[src/rtl/freq_pkg.sv]
// Shared definitions for the frequency measurement path (freq_detector -> period_to_freq).
// Holds the controller state encoding and the default widths and sample rate.
package freq_pkg;

    localparam int          PERIOD_WIDTH_DEF = 12;
    localparam int          FREQ_WIDTH_DEF   = 32;
    localparam int unsigned FS_HZ_DEF        = 1_000_000;

    typedef enum logic [1:0] {
        IDLE = 2'd0,
        DIV  = 2'd1,
        DONE = 2'd2
    } state_e;

    function automatic int cnt_width(input int n);
        return (n > 1) ? $clog2(n) : 1;
    endfunction

endpackage

[src/rtl/seq_udiv.sv]
// Generic sequential restoring unsigned divider: one quotient bit per clock.
// done_o is high during the final iteration, so quotient_o is valid right after that edge.
module seq_udiv
    import freq_pkg::*;
#(
    parameter int DVD_WIDTH = 32,
    parameter int DVS_WIDTH = 12
) (
    input  logic                 clk_i,
    input  logic                 rst_n_i,
    input  logic                 start_i,
    input  logic [DVD_WIDTH-1:0] dividend_i,
    input  logic [DVS_WIDTH-1:0] divisor_i,
    output logic                 done_o,
    output logic [DVD_WIDTH-1:0] quotient_o,
    output logic [DVS_WIDTH-1:0] remainder_o
);

    localparam int             CW   = cnt_width(DVD_WIDTH);
    localparam logic [CW-1:0]  LAST = CW'(DVD_WIDTH - 1);

    // Dividend bits shift out of the MSB while quotient bits shift in at the LSB.
    logic [DVD_WIDTH-1:0] dq_q, dq_d;
    logic [DVS_WIDTH:0]   rem_q, rem_d, rem_shift;
    logic [DVS_WIDTH-1:0] dvs_q, dvs_d;
    logic [CW-1:0]        cnt_q, cnt_d;
    logic                 run_q, run_d;

    always_comb begin
        rem_shift = {rem_q[DVS_WIDTH-1:0], dq_q[DVD_WIDTH-1]};
        dq_d      = dq_q;
        rem_d     = rem_q;
        dvs_d     = dvs_q;
        cnt_d     = cnt_q;
        run_d     = run_q;
        if (start_i) begin
            dq_d  = dividend_i;
            rem_d = '0;
            dvs_d = divisor_i;
            cnt_d = LAST;
            run_d = 1'b1;
        end else if (run_q) begin
            if (rem_shift >= {1'b0, dvs_q}) begin
                rem_d = rem_shift - {1'b0, dvs_q};
                dq_d  = {dq_q[DVD_WIDTH-2:0], 1'b1};
            end else begin
                rem_d = rem_shift;
                dq_d  = {dq_q[DVD_WIDTH-2:0], 1'b0};
            end
            if (cnt_q == '0) begin
                run_d = 1'b0;
            end else begin
                cnt_d = cnt_q - CW'(1);
            end
        end
    end

    always_ff @(posedge clk_i or negedge rst_n_i) begin
        if (!rst_n_i) begin
            dq_q  <= '0;
            rem_q <= '0;
            dvs_q <= '0;
            cnt_q <= '0;
            run_q <= 1'b0;
        end else begin
            dq_q  <= dq_d;
            rem_q <= rem_d;
            dvs_q <= dvs_d;
            cnt_q <= cnt_d;
            run_q <= run_d;
        end
    end

    assign done_o      = run_q && (cnt_q == '0);
    assign quotient_o  = dq_q;
    assign remainder_o = rem_q[DVS_WIDTH-1:0];

endmodule

[src/rtl/period_to_freq.sv]
// Converts a settled signal period (adc_clk samples) into frequency FS_HZ/period with a valid strobe.
// Define PERIOD_TO_FREQ_ROUND_EN to round to nearest instead of truncating.
//   state | meaning
//   IDLE  | waiting for a trigger (pending request)
//   DIV   | divider iterating, one quotient bit per cycle
//   DONE  | publish result or saturate; optionally restart with pending period
module period_to_freq
    import freq_pkg::*;
#(
    parameter int          PERIOD_WIDTH = PERIOD_WIDTH_DEF,
    parameter int          FREQ_WIDTH   = FREQ_WIDTH_DEF,
    parameter int unsigned FS_HZ        = FS_HZ_DEF
) (
    input  logic                    adc_clk,
    input  logic                    rst_n,
    input  logic                    stable,
    input  logic [PERIOD_WIDTH-1:0] period,
    output logic [FREQ_WIDTH-1:0]   freq,
    output logic                    freq_valid,
    output logic                    busy,
    output logic                    div_err
);

    localparam logic [FREQ_WIDTH-1:0] FS_VEC = FREQ_WIDTH'(FS_HZ);

    state_e                  state_q, state_d;
    logic                    stable_q;
    logic [PERIOD_WIDTH-1:0] last_period_q;
    logic                    pend_q;
    logic [PERIOD_WIDTH-1:0] pend_period_q;
    logic                    sat_q;
    logic [FREQ_WIDTH-1:0]   freq_q;
    logic                    freq_valid_q;
    logic                    div_err_q;

    logic                    trigger;
    logic                    launch;
    logic                    consume;
    logic                    div_start;
    logic                    div_done;
    logic [FREQ_WIDTH-1:0]   div_dividend;
    logic [FREQ_WIDTH-1:0]   div_quot;
    logic [PERIOD_WIDTH-1:0] div_rem_unused;

    assign trigger = stable && (!stable_q || (period != last_period_q));

`ifdef PERIOD_TO_FREQ_ROUND_EN
    assign div_dividend = FS_VEC + FREQ_WIDTH'(pend_period_q >> 1);
`else
    assign div_dividend = FS_VEC;
`endif

    // The pending slot doubles as the request register, so a trigger seen in IDLE
    // and one seen while busy take the same path.
    always_comb begin
        launch    = pend_q && ((state_q == IDLE) || ((state_q == DONE) && stable));
        consume   = pend_q && ((state_q == IDLE) || (state_q == DONE));
        div_start = launch && (pend_period_q != '0);
        state_d   = state_q;
        case (state_q)
            IDLE: begin
                if (launch) begin
                    state_d = div_start ? DIV : DONE;
                end
            end
            DIV: begin
                if (div_done) begin
                    state_d = DONE;
                end
            end
            DONE: begin
                if (launch) begin
                    state_d = div_start ? DIV : DONE;
                end else begin
                    state_d = IDLE;
                end
            end
            default: state_d = IDLE;
        endcase
    end

    always_ff @(posedge adc_clk or negedge rst_n) begin
        if (!rst_n) begin
            state_q       <= IDLE;
            stable_q      <= 1'b0;
            last_period_q <= '0;
            pend_q        <= 1'b0;
            pend_period_q <= '0;
            sat_q         <= 1'b0;
            freq_q        <= '0;
            freq_valid_q  <= 1'b0;
            div_err_q     <= 1'b0;
        end else begin
            state_q  <= state_d;
            stable_q <= stable;
            if (trigger) begin
                last_period_q <= period;
                pend_q        <= 1'b1;
                pend_period_q <= period;
            end else if (consume) begin
                pend_q <= 1'b0;
            end
            if (launch) begin
                sat_q <= (pend_period_q == '0);
            end
            freq_valid_q <= (state_q == DONE);
            if (state_q == DONE) begin
                freq_q    <= sat_q ? '1 : div_quot;
                div_err_q <= sat_q;
            end
        end
    end

    seq_udiv #(
        .DVD_WIDTH (FREQ_WIDTH),
        .DVS_WIDTH (PERIOD_WIDTH)
    ) u_div (
        .clk_i       (adc_clk),
        .rst_n_i     (rst_n),
        .start_i     (div_start),
        .dividend_i  (div_dividend),
        .divisor_i   (pend_period_q),
        .done_o      (div_done),
        .quotient_o  (div_quot),
        .remainder_o (div_rem_unused)
    );

    assign freq       = freq_q;
    assign freq_valid = freq_valid_q;
    assign busy       = (state_q != IDLE);
    assign div_err    = div_err_q;

endmodule

[config.mk]
export PLATFORM = sky130hd
export DESIGN_NAME = period_to_freq
export DESIGN_NICKNAME = d
export VERILOG_FILES = /design/src/rtl/freq_pkg.sv /design/src/rtl/seq_udiv.sv /design/src/rtl/period_to_freq.sv
export SDC_FILE = /design/constraint.sdc
export NUM_CORES = 1
export LEC_CHECK = 0
export ABC_AREA = 1
export CAP_MARGIN = 20
export CORE_ASPECT_RATIO = 1.75
export CORE_UTILIZATION = 52
export CTS_CLUSTER_SIZE = 12
export DETAILED_ROUTE_END_ITERATION = 12
export PLACE_DENSITY = 0.76
export SYNTH_ARGS = -nofsm -noshare
export SYNTH_HDL_FRONTEND = slang
export SYNTH_SLANG_ARGS = --single-unit
export TNS_END_PERCENT = 10
[constraint.sdc]
create_clock -name adc_clk -period 1.7 [get_ports adc_clk]
set_input_delay 0.34 -clock adc_clk [delete_from_list [all_inputs] [get_ports adc_clk]]
set_output_delay 0.34 -clock adc_clk [all_outputs]
set_load 0.05 [all_outputs]
==> results_dict.tcl, run 1 <==
set metrics [dict create \
    num_io_pins 50 \
    leakage_uw 0.00365 \
    gp_congestion 0.921 \
    cts_buffers 17 \
    areaGrowthSynthToFinish_pct 35.5 \
    rows 49 \
    cap_violations 0 \
    required_ns 2.00 \
    core_sq_mm 0.0102 \
    final.min_clock_period_ns 1.77 \
    clk_pin_slew_ns 0.06 \
    hp-class "in -> async" \
    rsz0062_at_grt "true" \
    grtUsageMet1_pct 28.3 \
    hold_viol_final 12 \
    antenna_violating_nets_post_route 0 \
    yosys_most_used_dff "dfrtp_1" \
    syn_nets 677 \
    fmax_mhz 564 \
    clk_latency_ns 0.42 \
    yosysTopAreaCellShare_pct 52.0 \
    ys_warn_count 0 \
    grt_pass1_vias 4982 \
    via_per_inst 5.36 \
    grt_pass1_wl_um 22800 \
    drtIter0Drc 367 \
    cts_tree "built" \
    start_util_pct 53.1 \
    tightestPinTransition_ns 0.615 \
    final_util_pct 71.9 \
    finalWirelength_um 14200 \
    synth_area_leader_cell "dfrtp_1" \
    worst_hold_slack_ns -0.0286 \
    total_power_uw 18600 \
    ys_seq_area_share_pct 52.0 \
    powerDensity_mw_per_mm2 2530 \
    ir_drop_mv 1.45 \
    finalClockSkew_ns 0.00789 \
    cp_max_fo 6 \
    relSlewSlack_pct 59.0 \
    synth-seq-cells 113 \
    crit_type "reg -> reg" \
    hpwlAfterDp_um 9450 \
    yosys.cell_types.count 34 \
    portBuffers 49 \
    fin_ws_ns -0.0729 \
    crit_arrival_ns 2.08 \
    drv_slew 0 \
    cts-root-buf "clkbuf_16" \
    critPathLaunchType "flop" \
    syn_inst 647 \
    die_h_um 137 \
    grt_max_degree 114 \
    fin_crit_sh_pct 104 \
    htreeDepth 4 \
    dr.pass1.iters 5 \
    busiest_layer "met2" \
    violations "negative hold slack, negative setup slack" \
    final_cell_mix "nand2_1, dfrtp_1, buf_4" \
    track_usage_pct 28.0 \
    layout-drive-gt1-share_pct 27.6 \
    grtUsageMet3_pct 5.83 \
    antenna_found_initial 0 \
    avgRoutedWirePerCell_um 15.6 \
    setup_violations 12 \
    outcome "complete, but fails checks" \
    cts_sinks 113 \
    cts_max_path_buffers 2 \
    die_area_sq_mm 0.0109 \
    synth_area_sq_mm 0.00543 \
    grt-ovfl-total 0 \
    remaining_drc_errors 0 \
    antenna_cells 0 \
    ys_top_cells_by_area "dfrtp_1, nand2_1, inv_1" \
    nets 804 \
    end_kind "flop" \
    syn_area_per_cell_sq_um 8.40 \
    mostFrequentLayoutCell "nand2_1" \
    async_reset_ff_share_pct 100 \
    die_w_um 79.3 \
    synth_edf_count 0 \
    vias 4895 \
    grtUsageMet2_pct 51.2 \
]
-- sequential cells by signal, indices dropped and copies added (netlist names) --
name and count:
div_err 1, u_div.rem_q 12, u_div.cnt_q 5, pend_period_q 12
pend_q 1, u_div.dvs_q 12, state_q 2, stable_q 1
freq_valid 1, freq 32, u_div.quotient_o 32, sat_q 1
u_div.run_q 1
-- final timing paths --
check / slack (ns) / from / end / depth (start not counted)
max: -0.07 / u_div.rem_q[3] / u_div.rem_q[5] / 11
min: -0.03 / rst_n / freq[16] / 2
min in group adc_clk: 0.47 / pend_period_q[3] / pend_period_q[3] / 2
max reg2reg: -0.07 / u_div.rem_q[3] / u_div.rem_q[5] / 11
max in group asynchronous: 1.25 / rst_n / u_div.dvs_q[9] / 2
min reg2reg: 0.47 / pend_period_q[3] / pend_period_q[3] / 2
-- per-stage QoR --
stage | std cells | instance area [sq um] | TNS [ns] | setup WS (ns)
2_1_floorplan | 647 | 5430 | 0 | 0.0170
3_3_place_gp | 871 | 6440 | -2.05 | -0.150
3_5_place_dp | 871 | 6440 | -2.69 | -0.177
4_1_cts | 914 | 7340 | -0.0302 | -0.0124
5_1_grt | 914 | 7360 | -1.41 | -0.143
6_report | 914 | 7360 | -0.484 | -0.0729
-- cells by family after synthesis --
group           Yosys count  synth area share [%]
flops                   113                  52.0
compound gates           89                  9.28
simple gates            295                  23.7
mux                       2                 0.414
fa+ha+maj                15                  3.59
xor+xnor                 11                  1.77
buf+inv                 122                  9.19
-- cell type report --
cell class                      count  area [sq um]
Timing Repair Buffer              130          1060
Sequential cell                   113          2830
Tap cell                          127           159
Clock inverter                     15           164
Fill cell                         753          2880
Multi-Input combinational cell    412          2350
Clock buffer                       17           425
Inverter                          100           378
-- report_power, final --
| group | internal, uW | leakage, uW | switching, uW |
|---|---|---|---|
| Clock | 2080 | 0.000287 | 1440 |
| Sequential | 3830 | 0.00134 | 661 |
| Combinational | 4370 | 0.00203 | 6210 |
-- synthesized netlist by cell type, types with 5 or more instances --
| cell | number |
|---|---|
| o21ai_0 | 17 |
| o22ai_1 | 24 |
| nand2_1 | 149 |
| ha_1 | 14 |
| inv_1 | 96 |
| dfrtp_1 | 113 |
| xnor2_1 | 8 |
| nand3b_1 | 5 |
| nand3_1 | 43 |
| nor2_1 | 64 |
| a22oi_1 | 7 |
| nand4_1 | 15 |
| a21oi_1 | 37 |
| buf_2 | 16 |
-- timing repair --
action | CTS | global route
endpoints found under the setup margin | 13 | 14
setup buffers | 11 | 0
hold buffers | 0 | 0
resized for setup | 47 | 8
pin swaps | 14 | 1
-- routing by layer --
metal  part of all wire (%)  vias to the layer above
met1                     36                     2330
li1                       -                     2334
met4                    5.3                        0
met5                      0                        -
met2                     55                      173
met3                    4.0                       58
-- worst max-delay path, stage by stage (launching register included) --
cell,delay (ns)
dfrtp_1,0.43
ha_4,0.33
nand2_1,0.08
nand2_1,0.10
inv_1,0.08
nand3_2,0.09
nand2_2,0.09
nand3_4,0.12
buf_6,0.14
nand2_1,0.06
nand3_1,0.07
nand2_1,0.06
No activity file was read; power rests on OpenSTA's default activity.
==> inputs of run 2 (changes only) <==
CORE_ASPECT_RATIO = 0.6   (was 1.75)
==> run 2 against run 1 <==
Against the previous run: the flow finishes with violations (negative setup slack); fmax increased by 2.4%; combinational power about the same; critical endpoint is now u_div.rem_q[10]; wire length about the same; final cell count grew 0.33%; clock power is 2% lower; first-iteration DRC count rose by 15%; largest cell class unchanged; hold slack improved by 0.47 ns.
==> results_dict.tcl, run 2 (same netlist as run 1, synthesis figures left out) <==
set metrics [dict create \
    hpwlAfterDp_um 8990 \
    cts_sinks 113 \
    powerDensity_mw_per_mm2 2500 \
    core_sq_mm 0.0100 \
    crit_type "reg -> reg" \
    clk_latency_ns 0.41 \
    grt_max_degree 48 \
    required_ns 2.00 \
    die_h_um 81.2 \
    portBuffers 49 \
    drv_slew 0 \
    die_area_sq_mm 0.0109 \
    cts_buffers 17 \
    postPlaceCellArea_sq_mm 0.00643 \
    crit_top_cell "nand2_2" \
    num_io_pins 50 \
    areaGrowthSynthToFinish_pct 36.2 \
    path_buf_inv 3 \
    fin_crit_sh_pct 102 \
    ff2ff_path_depth 13 \
    gp_congestion 0.878 \
    htreeDepth 4 \
    critPathTopFamily "simple AND/OR/NAND/NOR gates" \
    track_usage_pct 27.2 \
    rsz0062_at_grt "true" \
    cp_slowest_stage_delay_ns 0.40 \
    layout.cells.non_filler 917 \
    finalClockSkew_ns 0.00752 \
    fin_area_sq_mm 0.00740 \
    grt_pass1_vias 4707 \
    start_util_pct 54.2 \
    fin_ws_ns -0.0312 \
    cap_violations 0 \
    cp_num_cells 13 \
    final.min_clock_period_ns 1.73 \
    fillCellCount 705 \
    slowest_stage "dfrtp_1" \
    dp.cells 873 \
    grt-ovfl-total 0 \
    final_cell_mix "nand2_1, dfrtp_1, buf_4" \
    grt_pass1_wl_um 22600 \
    clk_pin_slew_ns 0.06 \
    cts-root-buf "clkbuf_16" \
    fmax_mhz 578 \
    pre_cts_slack_ns -0.162 \
    antenna_found_initial 0 \
    violations "negative setup slack" \
    final_util_pct 73.9 \
    hold_viol_final 0 \
    remaining_drc_errors 0 \
    total_power_uw 18500 \
    ir_drop_mv 1.55 \
    vias 4868 \
    avgRoutedWirePerCell_um 15.5 \
    hp-class "in -> async" \
    setup_violations 9 \
    antenna_violating_nets_post_route 0 \
    cts_tree "built" \
    layout-drive-gt1-share_pct 28.3 \
    die_w_um 134 \
    drtIter0Drc 421 \
    outcome "complete, but fails checks" \
    critPathLaunchType "flop" \
    nets 799 \
    rows 28 \
    leakage_uw 0.00363 \
    end_kind "flop" \
    finalWirelength_um 14200 \
    tightestPinTransition_ns 0.496 \
    dr.pass1.iters 5 \
    crit_chain "inv_2 > ha_4 > nand2_4 > inv_2 > nand2_2 > nand2_2 > a21oi_4 > nand3_4 > buf_6 > nand2_4 > nand2_2 > nand2_1 > nand2_1" \
    relSlewSlack_pct 66.9 \
    cp_max_fo 3 \
    mostFrequentLayoutCell "nand2_1" \
    crit_arrival_ns 2.03 \
    cts_max_path_buffers 2 \
    via_per_inst 5.31 \
    antenna_cells 0 \
]
[run 2: cell types whose count changed in the layout (fill, tap and decap cells not counted), sizes merged]
| cell | previous run | this run |
|---|---|---|
| buf | 117 | 111 |
| clkinvlp | 1 | 3 |
| inv | 109 | 107 |
| dlygate4sd3 | 0 | 1 |
[run 2: layout make-up]
| cell class | count | area [sq um] | share of cell area (%) |
|---|---|---|---|
| clock buffer | 17 | 425 | 5.75 |
| clock inverter | 15 | 150 | 2.03 |
| inverter | 100 | 380 | 5.14 |
| multi-input combinational | 412 | 2390 | 32.3 |
| sequential | 113 | 2830 | 38.2 |
| tap | 135 | 169 | 2.28 |
| timing repair buffer | 125 | 1050 | 14.3 |
[run 2: routing by layer]
| layer | part of all wire [%] | global-route usage, % | vias to the layer above |
|---|---|---|---|
| met3 | 5.4 | 6.05 | 18 |
| met1 | 47 | 37.5 | 2348 |
| li1 | - | - | 2326 |
| met2 | 46 | 43.4 | 176 |
| met4 | 1.3 | 7.50 | 0 |
| met5 | 0 | 0 | - |
[run 2: final timing paths]
| kind | slack, ns | startpoint | to |
|---|---|---|---|
| max | -0.03 | u_div.dvs_q[7] | u_div.rem_q[10] |
| max reg2reg | -0.03 | u_div.dvs_q[7] | u_div.rem_q[10] |
| min in group adc_clk | 0.48 | pend_period_q[3] | pend_period_q[3] |
| min | 0.44 | rst_n | u_div.quotient_o[21] |
| max in group asynchronous | 0.62 | rst_n | u_div.rem_q[0] |
| min reg2reg | 0.48 | pend_period_q[3] | pend_period_q[3] |
[run 2: repair_timing]
action	in CTS	in global routing
buffers inserted	4	6
resized for setup	28	40
pin swaps	8	23
endpoints found under the setup margin	13	25
cloned	0	1
hold buffers	1	0
endpoints found under the hold margin	33	0
[run 2: worst reg2reg max path: cells and delay by family (launching register included)]
kind	cells	cell delay, ns
compound gates	1	0.18
fa+ha+maj	1	0.22
buf+inv	3	0.28
flops	1	0.40
simple gates	8	0.56
[run 2: power by group]
group / leakage (uW) / switching (uW) / internal, uW / total [uW]
combinational: 0.00202 / 6230 / 4340 / 10600
clock: 0.000275 / 1400 / 2050 / 3450
sequential: 0.00134 / 668 / 3840 / 4500
total: 0.00363 / 8290 / 10200 / 18500
[run 2: metrics by stage]
stage / hold WS, ns / TNS (ns)
global route: 0.492 / -1.30
global placement: 0.330 / -3.15
finish: 0.440 / -0.191
floorplan: 0.0444 / 0
detailed placement: 0.335 / -5.39
CTS: 0.447 / -0.0488
==> inputs of run 3 (changes only) <==
HOLD_SLACK_MARGIN = 0.15   (was unset)
REMOVE_ABC_BUFFERS = 1   (was unset)
==> run 3 against run 2 <==
Against the previous run: the run still ends with negative setup slack left; via count increased by 1.6%; sequential share of layout area shrank 0.20 points; flip-flop and latch count is the same; clock skew up 0.0066 ns; first-iteration DRC count shrank 2.6%; critical endpoint is now u_div.rem_q[11].
==> results_dict.tcl, run 3 (same netlist as run 1, synthesis figures left out) <==
set metrics [dict create \
    rows 28 \
    remaining_drc_errors 0 \
    final_cell_mix "nand2_1, dfrtp_1, buf_4" \
    cts_sinks 113 \
    mostFrequentLayoutCell "nand2_1" \
    relSlewSlack_pct 61.1 \
    track_usage_pct 28.4 \
    areaGrowthSynthToFinish_pct 36.9 \
    hpwlAfterDp_um 9310 \
    cts_buffers 17 \
    crit_type "reg -> reg" \
    rsz0062_at_grt "true" \
    avgRoutedWirePerCell_um 16.2 \
    fillCellCount 673 \
    antenna_cells 0 \
    end_kind "flop" \
    hp-class "reg -> reg" \
    tightestPinTransition_ns 0.584 \
    num_io_pins 50 \
    finalWirelength_um 14800 \
    clk_latency_ns 0.42 \
    htreeDepth 4 \
    hold_viol_final 0 \
    fin_crit_sh_pct 106 \
    crit_arrival_ns 2.11 \
    finalClockSkew_ns 0.0142 \
    cts_tree "built" \
    clk_pin_slew_ns 0.06 \
    gp_congestion 0.944 \
    violations "negative setup slack" \
    layout-drive-gt1-share_pct 27.7 \
    vias 4946 \
    nets 793 \
    fin_ws_ns -0.109 \
    grt_pass1_wl_um 23200 \
    portBuffers 49 \
    die_area_sq_mm 0.0109 \
    required_ns 2.00 \
    antenna_violating_nets_post_route 0 \
    final_util_pct 74.3 \
    outcome "complete, but fails checks" \
    grt_pass1_vias 4662 \
    setup_violations 13 \
    via_per_inst 5.43 \
    drv_slew 0 \
    final.min_clock_period_ns 1.81 \
    die_h_um 81.2 \
    fmax_mhz 553 \
    start_util_pct 54.2 \
    antenna_found_initial 0 \
    grt-ovfl-total 0 \
    critPathLaunchType "flop" \
    cts-root-buf "clkbuf_16" \
    cp_max_fo 7 \
    core_sq_mm 0.0100 \
    grt_max_degree 114 \
    drtIter0Drc 410 \
    cts_max_path_buffers 2 \
    die_w_um 134 \
    dr.pass1.iters 5 \
    cap_violations 0 \
]
-- run 3: cell type report --
type | instances | area [sq um] | area share [%]
multi-input cells | 413 | 2450 | 32.9
well taps | 135 | 169 | 2.27
flip-flops and latches | 113 | 2830 | 38.0
repair buffers | 118 | 1010 | 13.6
clock inverters | 10 | 134 | 1.80
clock buffers | 22 | 464 | 6.24
inverters | 100 | 384 | 5.16
-- run 3: layer usage --
layer,global-route usage [%],part of all wire (%)
met5,0,0
met2,43.6,46
met4,9.43,1.2
met1,40.0,45
met3,6.55,7.1
-- run 3: worst paths after layout --
path,slack [ns],startpoint,depth (start not counted),end
min,0.48,pend_period_q[0],2,pend_period_q[0]
min in group asynchronous,0.56,rst_n,3,u_div.cnt_q[3]
max reg2reg,-0.11,u_div.dvs_q[6],12,u_div.rem_q[11]
max,-0.11,u_div.dvs_q[6],12,u_div.rem_q[11]
max in group asynchronous,0.71,rst_n,3,u_div.dvs_q[1]
min reg2reg,0.48,pend_period_q[0],2,pend_period_q[0]
-- run 3: worst max-delay path, cell delays in order, from the launching register on --
cell	delay, ns
dfrtp_1	0.40
inv_2	0.09
ha_4	0.22
nand2_2	0.07
nand2_2	0.07
nand2_2	0.07
nand2_2	0.07
a21oi_4	0.26
nand3_4	0.17
nand2_2	0.11
nand2_1	0.05
nand2_1	0.06
nand2_1	0.05
-- run 3: what timing repair did --
item	in CTS	in global routing
pin swaps	6	16
endpoints found under the hold margin	113	0
setup buffers	0	6
gates cloned	2	0
hold buffers	1	0
setup endpoints to repair	13	39
gates resized for setup	30	51
-- run 3: stage by stage --
stage                     setup slack, ns  cells  TNS, ns  hold WS (ns)  area, sq um
after floorplan                    -0.740    625   -26.66        0.0444         5310
after global placement             -0.210    870    -4.51         0.456         6410
after detailed placement           -0.278    870    -5.69         0.466         6410
after CTS                         -0.0643    905   -0.468         0.477         7210
after global routing               -0.182    911    -2.27         0.511         7440
final                              -0.109    911    -1.05         0.475         7440
Power of run 3 is left out: the tool's default activity adds up to more than one toggle a clock period on the data nets, which glitch-free logic cannot reach.
